===== src/rtl/ghash_msg_sequencer_pkg.sv =====
// ghash_msg_sequencer_pkg: shared widths, FSM encoding and configuration check for the GHASH message sequencer
package ghash_msg_sequencer_pkg;
  localparam int NB_BLOCK = 128;
  localparam int NB_LEN = 64;
  typedef enum logic [2:0] {IDLE, AAD, TEXT, LEN, WAIT, DONE} state_t;
  function automatic logic bad_config(input int nb_block, input int n_blocks, input int log2_n, input int nb_data, input int latency);
    return nb_block != 128 || n_blocks < 2 || log2_n != $clog2(n_blocks) || nb_data != n_blocks * nb_block || latency < 0;
  endfunction
endpackage


===== src/rtl/ghash_block_padder.sv =====
// ghash_block_padder: zeroes unused blocks and the unused tail bits of a section's final word
module ghash_block_padder
  import ghash_msg_sequencer_pkg::*;
#(
  parameter int N_BLOCKS = 2,
  parameter int LOG2_N_BLOCKS = 1,
  parameter int NB_DATA = N_BLOCKS * NB_BLOCK
) (
  input  logic [NB_DATA-1:0]     data,
  input  logic                   last,
  input  logic [LOG2_N_BLOCKS:0] nvalid,
  input  logic [6:0]             resid,
  output logic [NB_DATA-1:0]     data_out,
  output logic [N_BLOCKS-1:0]    skip
);
  localparam logic [NB_BLOCK-1:0] ONES = '1;
  for (genvar b = 0; b < N_BLOCKS; b++) begin : g_blk
    localparam logic [LOG2_N_BLOCKS:0] IDX = (LOG2_N_BLOCKS + 1)'(b);
    localparam logic [LOG2_N_BLOCKS:0] NXT = (LOG2_N_BLOCKS + 1)'(b + 1);
    logic tail;
    assign skip[b] = last && IDX >= nvalid;
    assign tail = last && NXT == nvalid && |resid;
    assign data_out[b*NB_BLOCK +: NB_BLOCK] = skip[b] ? '0 :
      tail ? data[b*NB_BLOCK +: NB_BLOCK] & ~(ONES >> resid) : data[b*NB_BLOCK +: NB_BLOCK];
  end
endmodule


===== src/rtl/ghash_msg_sequencer.sv =====
// ghash_msg_sequencer: feeds one GCM message (AAD, text, length block) through an N-block GHASH and captures the tag
module ghash_msg_sequencer #(
  parameter int NB_BLOCK = 128,
  parameter int N_BLOCKS = 2,
  parameter int LOG2_N_BLOCKS = 1,
  parameter int NB_DATA = N_BLOCKS * NB_BLOCK,
  parameter int NB_LEN = 64,
  parameter int GHASH_LATENCY = 1
) (
  input  logic                i_clock,
  input  logic                i_reset,
  input  logic                i_start,
  input  logic [NB_LEN-1:0]   i_aad_len,
  input  logic [NB_LEN-1:0]   i_text_len,
  input  logic [NB_DATA-1:0]  i_data,
  input  logic                i_valid,
  output logic                o_ready,
  output logic [NB_DATA-1:0]  o_ghash_data_bus,
  output logic [NB_BLOCK-1:0] o_ghash_x_initial,
  output logic                o_ghash_sop,
  output logic                o_ghash_valid,
  output logic [N_BLOCKS-1:0] o_ghash_skip_bus,
  input  logic [NB_BLOCK-1:0] i_ghash_y,
  output logic [NB_BLOCK-1:0] o_tag,
  output logic                o_tag_valid,
  output logic                o_busy
);
  import ghash_msg_sequencer_pkg::*;
  localparam int NB_CNT = NB_LEN - 7;
  localparam int NB_WAIT = $clog2(GHASH_LATENCY + 1) + 1;
  if (bad_config(NB_BLOCK, N_BLOCKS, LOG2_N_BLOCKS, NB_DATA, GHASH_LATENCY)) begin : g_bad_config
    $error("ghash_msg_sequencer: bad configuration");
  end
  function automatic logic [NB_CNT-1:0] blocks(input logic [NB_LEN-1:0] len);
    return len[NB_LEN-1:7] + NB_CNT'(|len[6:0]);
  endfunction
  state_t state, state_nx;
  logic [NB_LEN-1:0] aad_len, text_len;
  logic [NB_CNT-1:0] rem, rem_nx, n_aad_in, n_text_in, n_text;
  logic [NB_WAIT-1:0] wcnt;
  logic sop_pending, accept, issue, last, capture;
  logic [NB_DATA-1:0] pad_data;
  logic [N_BLOCKS-1:0] pad_skip;
  assign n_aad_in = blocks(i_aad_len);
  assign n_text_in = blocks(i_text_len);
  assign n_text = blocks(text_len);
  assign o_ready = state == AAD || state == TEXT;
  assign accept = o_ready && i_valid;
  assign issue = accept || state == LEN;
  assign last = rem <= NB_CNT'(N_BLOCKS);
  assign capture = state == WAIT && wcnt == NB_WAIT'(GHASH_LATENCY);
  assign o_ghash_x_initial = '0;
  assign o_tag_valid = state == DONE;
  assign o_busy = state != IDLE;
  ghash_block_padder #(
    .N_BLOCKS(N_BLOCKS),
    .LOG2_N_BLOCKS(LOG2_N_BLOCKS),
    .NB_DATA(NB_DATA)
  ) u_padder (
    .data(i_data),
    .last(last),
    .nvalid(rem[LOG2_N_BLOCKS:0]),
    .resid(state == AAD ? aad_len[6:0] : text_len[6:0]),
    .data_out(pad_data),
    .skip(pad_skip)
  );
  always_comb begin
    state_nx = state;
    rem_nx = rem;
    case (state)
      IDLE: if (i_start) begin
        state_nx = |n_aad_in ? AAD : |n_text_in ? TEXT : LEN;
        rem_nx = |n_aad_in ? n_aad_in : n_text_in;
      end
      AAD: if (accept) begin
        state_nx = !last ? AAD : |n_text ? TEXT : LEN;
        rem_nx = last ? n_text : rem - NB_CNT'(N_BLOCKS);
      end
      TEXT: if (accept) begin
        state_nx = last ? LEN : TEXT;
        rem_nx = rem - NB_CNT'(N_BLOCKS);
      end
      LEN: state_nx = WAIT;
      WAIT: state_nx = capture ? DONE : WAIT;
      default: state_nx = IDLE;
    endcase
  end
  always_ff @(posedge i_clock) begin
    if (i_reset) begin
      state <= IDLE;
      rem <= '0;
      aad_len <= '0;
      text_len <= '0;
      wcnt <= '0;
      sop_pending <= 1'b0;
      o_ghash_valid <= 1'b0;
      o_ghash_sop <= 1'b0;
      o_ghash_data_bus <= '0;
      o_ghash_skip_bus <= '0;
      o_tag <= '0;
    end else begin
      state <= state_nx;
      rem <= rem_nx;
      if (state == IDLE && i_start) begin
        aad_len <= i_aad_len;
        text_len <= i_text_len;
      end
      sop_pending <= (state == IDLE && i_start) || (sop_pending && !issue);
      o_ghash_valid <= issue;
      o_ghash_sop <= issue && sop_pending;
      o_ghash_data_bus <= state == LEN ? NB_DATA'({aad_len, text_len}) : pad_data;
      o_ghash_skip_bus <= state == LEN ? ~N_BLOCKS'(1) : pad_skip;
      wcnt <= state == WAIT ? wcnt + NB_WAIT'(1) : '0;
      if (capture) o_tag <= i_ghash_y;
    end
  end
endmodule


===== config.mk =====
export PLATFORM = sky130hd
export DESIGN_NAME = ghash_msg_sequencer
export DESIGN_NICKNAME = d
export VERILOG_FILES = /design/src/rtl/ghash_msg_sequencer_pkg.sv /design/src/rtl/ghash_block_padder.sv /design/src/rtl/ghash_msg_sequencer.sv
export SDC_FILE = /design/constraint.sdc
export NUM_CORES = 2
export LEC_CHECK = 0
export CAP_MARGIN = 5
export CORE_AREA = 3 3 397 399
export CTS_CLUSTER_DIAMETER = 100
export DETAILED_ROUTE_END_ITERATION = 8
export DIE_AREA = 0 0 400 402
export SYNTH_ARGS = -nofsm -noshare
export SYNTH_HDL_FRONTEND = slang
export SYNTH_HIERARCHICAL = 1
export SYNTH_SLANG_ARGS = --single-unit

===== constraint.sdc =====
create_clock -name i_clock -period 4.8 [get_ports i_clock]
set_input_delay 0.48 -clock i_clock [delete_from_list [all_inputs] [get_ports i_clock]]
set_output_delay 0.48 -clock i_clock [all_outputs]
set_load 0.05 [all_outputs]

# After elaboration in Yosys (flattened, before gate mapping)
# Index checks and enable logic that the tools add are counted.
dict set report totals {
  ff_bits 579
  inputBits 516
  output_inout_bits 519
  word_cells 89
}
dict set report classes {
  addsub 5
  order_cmp 3
  n_eq_ne 11
  shifts 1
  n_mux 22
  bitwise 4
  reduce_logical 30
}
# op n
set ops {}
lappend ops {{two-way mux 128 bit} 4}
lappend ops {{two-way mux 57 bit} 5}
lappend ops {{AND 128 bit} 2}
lappend ops {{adder 57 x 1 -> 57 bit} 3}
lappend ops {{case mux 57 bit (3 select lines)} 1}
lappend ops {{OR reduction 57 bit} 3}
lappend ops {{NOT 128 bit} 1}
lappend ops {{>> shifter 128 x 7 -> 128 bit (first input constant)} 1}
lappend ops {{<= comparator 57 x 2 -> 1 bit (second input constant)} 1}
lappend ops {{subtractor 57 x 2 -> 57 bit (second input constant)} 1}
lappend ops {{OR reduction 7 bit} 4}
lappend ops {{case mux 3 bit (5 select lines)} 1}
lappend ops {{logical AND 1 bit} 11}
lappend ops {{two-way mux 3 bit} 3}
lappend ops {{two-way mux 7 bit} 1}
lappend ops {{== test 3 x 2 -> 1 bit (second input constant)} 2}
lappend ops {{== test 3 bit (second input constant)} 2}
lappend ops {{two-way mux 2 bit} 3}
lappend ops {{inequality test 2 bit (second input constant)} 3}
lappend ops {{nonzero test 3 bit} 2}
lappend ops {{>= comparator 1 x 2 -> 1 bit (first input constant)} 2}
lappend ops {{two-way mux 1 bit} 4}
lappend ops {{AND reduction 4 bit} 1}
lappend ops {{OR reduction 2 bit} 2}
lappend ops {{other kinds (11)} 13}

# Logic depth before layout (Yosys ltp)
dict set report logic_depth {
  depth_word 8
  mapped_depth 15
  ltp_nobuf 13
}

# Hierarchy
# The synthesis kept the hierarchy.
# module instances cells_per_inst area_each_um2 seq_area_each_um2
set by_module_without_submodules {}
lappend by_module_without_submodules {ghash_msg_sequencer 1 3658 28212.1 11591.1}
lappend by_module_without_submodules {ghash_block_padder 1 798 3880.0 0.0}

# Worst setup path before layout
# No wires, ideal clock.
dict set report synth_path {
  kind {input to register}
  startpoint {input port i_aad_len[3]}
  endpoint {register rem[32]}
  setup_time_ns 0.091
  t_arrival_ns 4.055
  required_ns 4.709
  path_slack_ns 0.655
  stages 13
  n_path_buf 0
  path_cell_list {nor4_1 nand2_1 ha_1 ha_1 and3_1 nand2_4 xnor2_1 a2111o_1 or4_1 or4_4 or3_4 or3_1 a311oi_1}
}
dict set report synth_via {
  elab_chain_cells 6
}
# element line_no
set synth_lines {}
lappend synth_lines {{from (decl)} ghash_msg_sequencer.sv:13} ;# input logic [NB_LEN-1:0] i_aad_len,
lappend synth_lines {{OR reduction 7 bit (*)} ghash_msg_sequencer.sv:35} ;# return len[NB_LEN-1:7] + NB_CNT'(|len[6:0]);
lappend synth_lines {{adder 57 x 1 -> 57 bit (*)} ghash_msg_sequencer.sv:35}
lappend synth_lines {{OR reduction 57 bit} ghash_msg_sequencer.sv:73} ;# rem_nx = |n_aad_in ? n_aad_in : n_text_in;
lappend synth_lines {{two-way mux 57 bit (*)} ghash_msg_sequencer.sv:73}
lappend synth_lines {{two-way mux 57 bit (*)} ghash_msg_sequencer.sv:71} ;# IDLE: if (i_start) begin
lappend synth_lines {{case mux 57 bit (3 select lines) (*)} ghash_msg_sequencer.sv:70} ;# case (state)
lappend synth_lines {{to (signal assigned)} ghash_msg_sequencer.sv:103} ;# rem <= rem_nx;
lappend synth_lines {{to (decl)} ghash_msg_sequencer.sv:39} ;# logic [NB_CNT-1:0] rem, rem_nx, n_aad_in, n_text_in, n_text;
# Every way passes the cells marked *; elsewhere a longest branch is shown, timed or not. The select of a mux whose other input is x is not followed.
# A chain may end at the register's enable or synchronous reset.

# Worst setup path in the final report
dict set report layout_path {
  startpoint {input port i_aad_len[1]}
  endpoint {register rem[25]}
}
# The elaborated chain is that of the path after synthesis.

==> qor.yml <==
synth:
  synth_seq_cells: 579
  synth.distinct_cells: 88
  yosysSeqAreaShare_pct: 36.1
  synth_top_area_share_pct: 36.1
  postSynthCellCount: 4456
  synth_edf_count: 0
  netlist_top_cells_area: "dfxtp_1 36%, nand2_1 14%, a21oi_1 9.5%, xnor2_1 3.9%, clkbuf_1 3.6%"
  synth_largest_area_cell: "dfxtp_1"
  syn_area_sq_um: 32100
  ys.flop_type: "dfxtp_1"
  avgSynthCellArea_sq_um: 7.20
  ys_warn_count: 6
  synth_async_sr_flop_share_pct: 0
final_layout:
  fin_nets: 5894
  final_layout_size_suffix_gt1_share_pct: 9.55
  post-route-util_pct: 30.5
  syn2layout_area_growth_pct: 46.6
  fillers: 16800
  final_cell_area_sq_um: 47000
die:
  io_pins: 1035
  dieArea_sq_um: 161000
  dieHeight_microns: 402
  core-area_sq_um: 154000
  core.rowCount: 144
  start_util_pct: 20.8
  die_x_microns: 400
placed_design:
  dpl-instance-area_sq_um: 44400
  place_hpwl_microns: 169000
  gp_congestion: 1.00
  io_buffers: 906
  place_ws_ns: -0.584
clocking:
  clock_sinks: 579
  clk_latency_ns: 0.67
  cts_root_buffer: "clkbuf_16"
  cts_tree: "done"
  path_clk_slew_ns: 0.06
  postCtsSetupBuffers: 0
  h-tree-depth: 3
  cts_buffer_depth: 3
  numCtsBuffers: 72
routing:
  drt_first_pass_iters: 6
  ant_nets: 0
  drc_errors: 0
  drt_iter0_markers: 4210
  vias: 37700
  detail_route.wirelength_microns: 209000
  viasPerCell: 5.02
  post_drt_wl_per_cell_microns: 27.9
grt:
  antenna_found_initial: 47
  grt-ovfl-total: 0
  grt_max_degree: 181
  grtUsageTotal_pct: 24.5
  grt_pass1_vias: 34900
  grt_first_pass_wirelength_microns: 282000
outcome:
  status: "finished clean"
critical_path:
  r2r-start: "text_len[5]"
  path_class: "in2reg"
  worstSetupStartpointType: "input pin"
  worstSetupPathDepth: 19
  cp-startpoint: "i_aad_len[1]"
  path_buf_inv: 6
  critPathArrivalTime_ns: 5.10
  cpLargestDelayFamily: "simple AND/OR/NAND/NOR gates"
  cpMaxStageDelayCell: "or4_4"
  path_cells: "clkdlybuf4s50_1 > nor3_1 > buf_4 > nand2_1 > ha_2 > ha_2 > buf_4 > nand3_2 > or4_4 > nor4_1 > xnor2_1 > nand3_1 > or4_1 > buf_4 > nor3_2 > buf_4 > buf_4 > a311oi_1 > nor4_1"
  r2r-end: "state[0]"
  regToRegSetupSlack_ns: 0.51
  cpPeakStageDelay_ns: 0.60
  crit_path_frequent_cell: "buf_4"
  cp.required_ns: 5.34
  reg2reg_depth: 14
  crit_fanout: 8
  cp-end-kind: "register"
  crit_path_end: "rem[25]"
sta:
  rsz0062_at_grt: "no"
  fmax_mhz: 219
  slew_viol_final: 0
  finalCritPeriodShare_pct: 95.1
  fin_crit_ns: 4.56
  hold_viol: 0
  finalSetupViolCount: 0
  tightest_slew_ns: 1.34
  maxSlewHeadroom_pct: 10.0
  worst_slack_ns: 0.237
  finClkSkew_ns: 0.0331
flow_run:
  max_cap_viol_count: 0
hold_path:
  hold_class: "in2reg"
power:
  vdd_drop_max_uv: 233
  p_leak_nw: 17.8
  cellPowerDensity_nw_per_um2: 316
[cell usage after synthesis, types with 12 or more instances]
cell and instances:
nand4_1 78, a211oi_1 22, buf_2 41, o221ai_1 39, nor3_1 83, a311oi_1 27, or2_2 21, or3_1 38
xnor2_1 144, buf_4 134, nor2_1 197, nand2_1 1187, o221a_2 12, or4_1 27, inv_1 42, xor2_1 91
clkbuf_1 311, a31oi_1 76, and4_1 32, dfxtp_1 579, nand3_1 92, o21ai_0 72, and3_1 144, a21oi_1 611
nor4_1 89, and2_1 49, o311a_1 13
[where the power goes]
group / switching [W] / internal, W
clock: 0.00238 / 0.00354
combinational: 0.00234 / 0.00125
sequential: 0.000264 / 0.00508
[cell families (layout without fill, tap and decap cells)]
family / Yosys count / count (layout) / share of synthesized area (%)
xor gates and xnor gates: 235 / 235 / 6.41
adders and majority gates: 8 / 8 / 0.312
DFF: 579 / 579 / 36.1
muxes: 14 / 14 / 0.464
buffers and inverters: 547 / 1389 / 8.31
and+or+nand+nor: 2096 / 2096 / 30.4
other: 1 / 155 / 0.0117
AOI/OAI and AO/OA: 976 / 976 / 18.0
[state kept, by name (all words and copies together) (netlist names)]
signal	cells
o_ghash_sop	1
text_len	64
o_ghash_data_bus	256
aad_len	64
o_ghash_valid	1
o_tag	128
rem	57
wcnt	2
o_ghash_skip_bus	2
state	3
sop_pending	1
[worst min-delay path by stage]
| stage | end | startpoint | cells after the start | slack, ns |
|---|---|---|---|---|
| 2_1_floorplan | wcnt[0] | wcnt[0] | 1 | 0.41 |
| 3_3_place_gp | wcnt[0] | wcnt[0] | 1 | 0.42 |
| 3_5_place_dp | wcnt[0] | wcnt[0] | 1 | 0.44 |
| 4_1_cts | aad_len[15] | i_reset | 2 | 0.23 |
| 5_1_grt | o_ghash_data_bus[81] | i_reset | 2 | 0.28 |
| 6_report | aad_len[19] | i_reset | 2 | 0.30 |
[metrics by stage]
stage	total power (W)	hold WS, ns	std cells	TNS [ns]
CTS	0.0149	0.234	7468	0
global placement	0.00896	0.417	7339	-23.02
global route	0.0153	0.280	7479	0
detailed placement	0.00896	0.441	7339	-26.06
floorplan	0.00732	0.406	4583	0
finish	0.0148	0.302	7496	0
[layout make-up]
class	instances	area, sq um	area share [%]
Timing Repair Buffer	1218	11700	24.9
Antenna cell	27	67.6	0.144
Tap cell	2044	2560	5.44
Clock buffer	102	2090	4.43
Clock inverter	27	433	0.920
Multi-Input combinational cell	3457	18400	39.2
Inverter	42	159	0.338
Sequential cell	579	11600	24.6
[layer usage]
layer / global-route usage (%) / vias up / routed length, microns
met3: 6.38 / 407 / 19500
li1: - / 17000 / -
met2: 38.3 / 2103 / 92900
met1: 31.3 / 18100 / 85400
met4: 12.0 / 28 / 11100
met5: 0 / - / 189
[placed cells by master, fill, tap and decap left out, drive strengths merged, types with 95 or more instances in the layout]
cell and instances:
nand2 1189, clkdlybuf4s50 905, a21oi 611, dfxtp 579, buf 313, nor2 198, and3 145, xnor2 144
conb 128, clkbuf 102, nor4 95
[repair_timing]
action                                  CTS  global route
endpoints found under the setup margin    0            36
hold buffers                              0             0
resized for setup                         0             3
hold endpoints to repair                  0             0
Note: power is estimated with default switching activity, not from simulation.
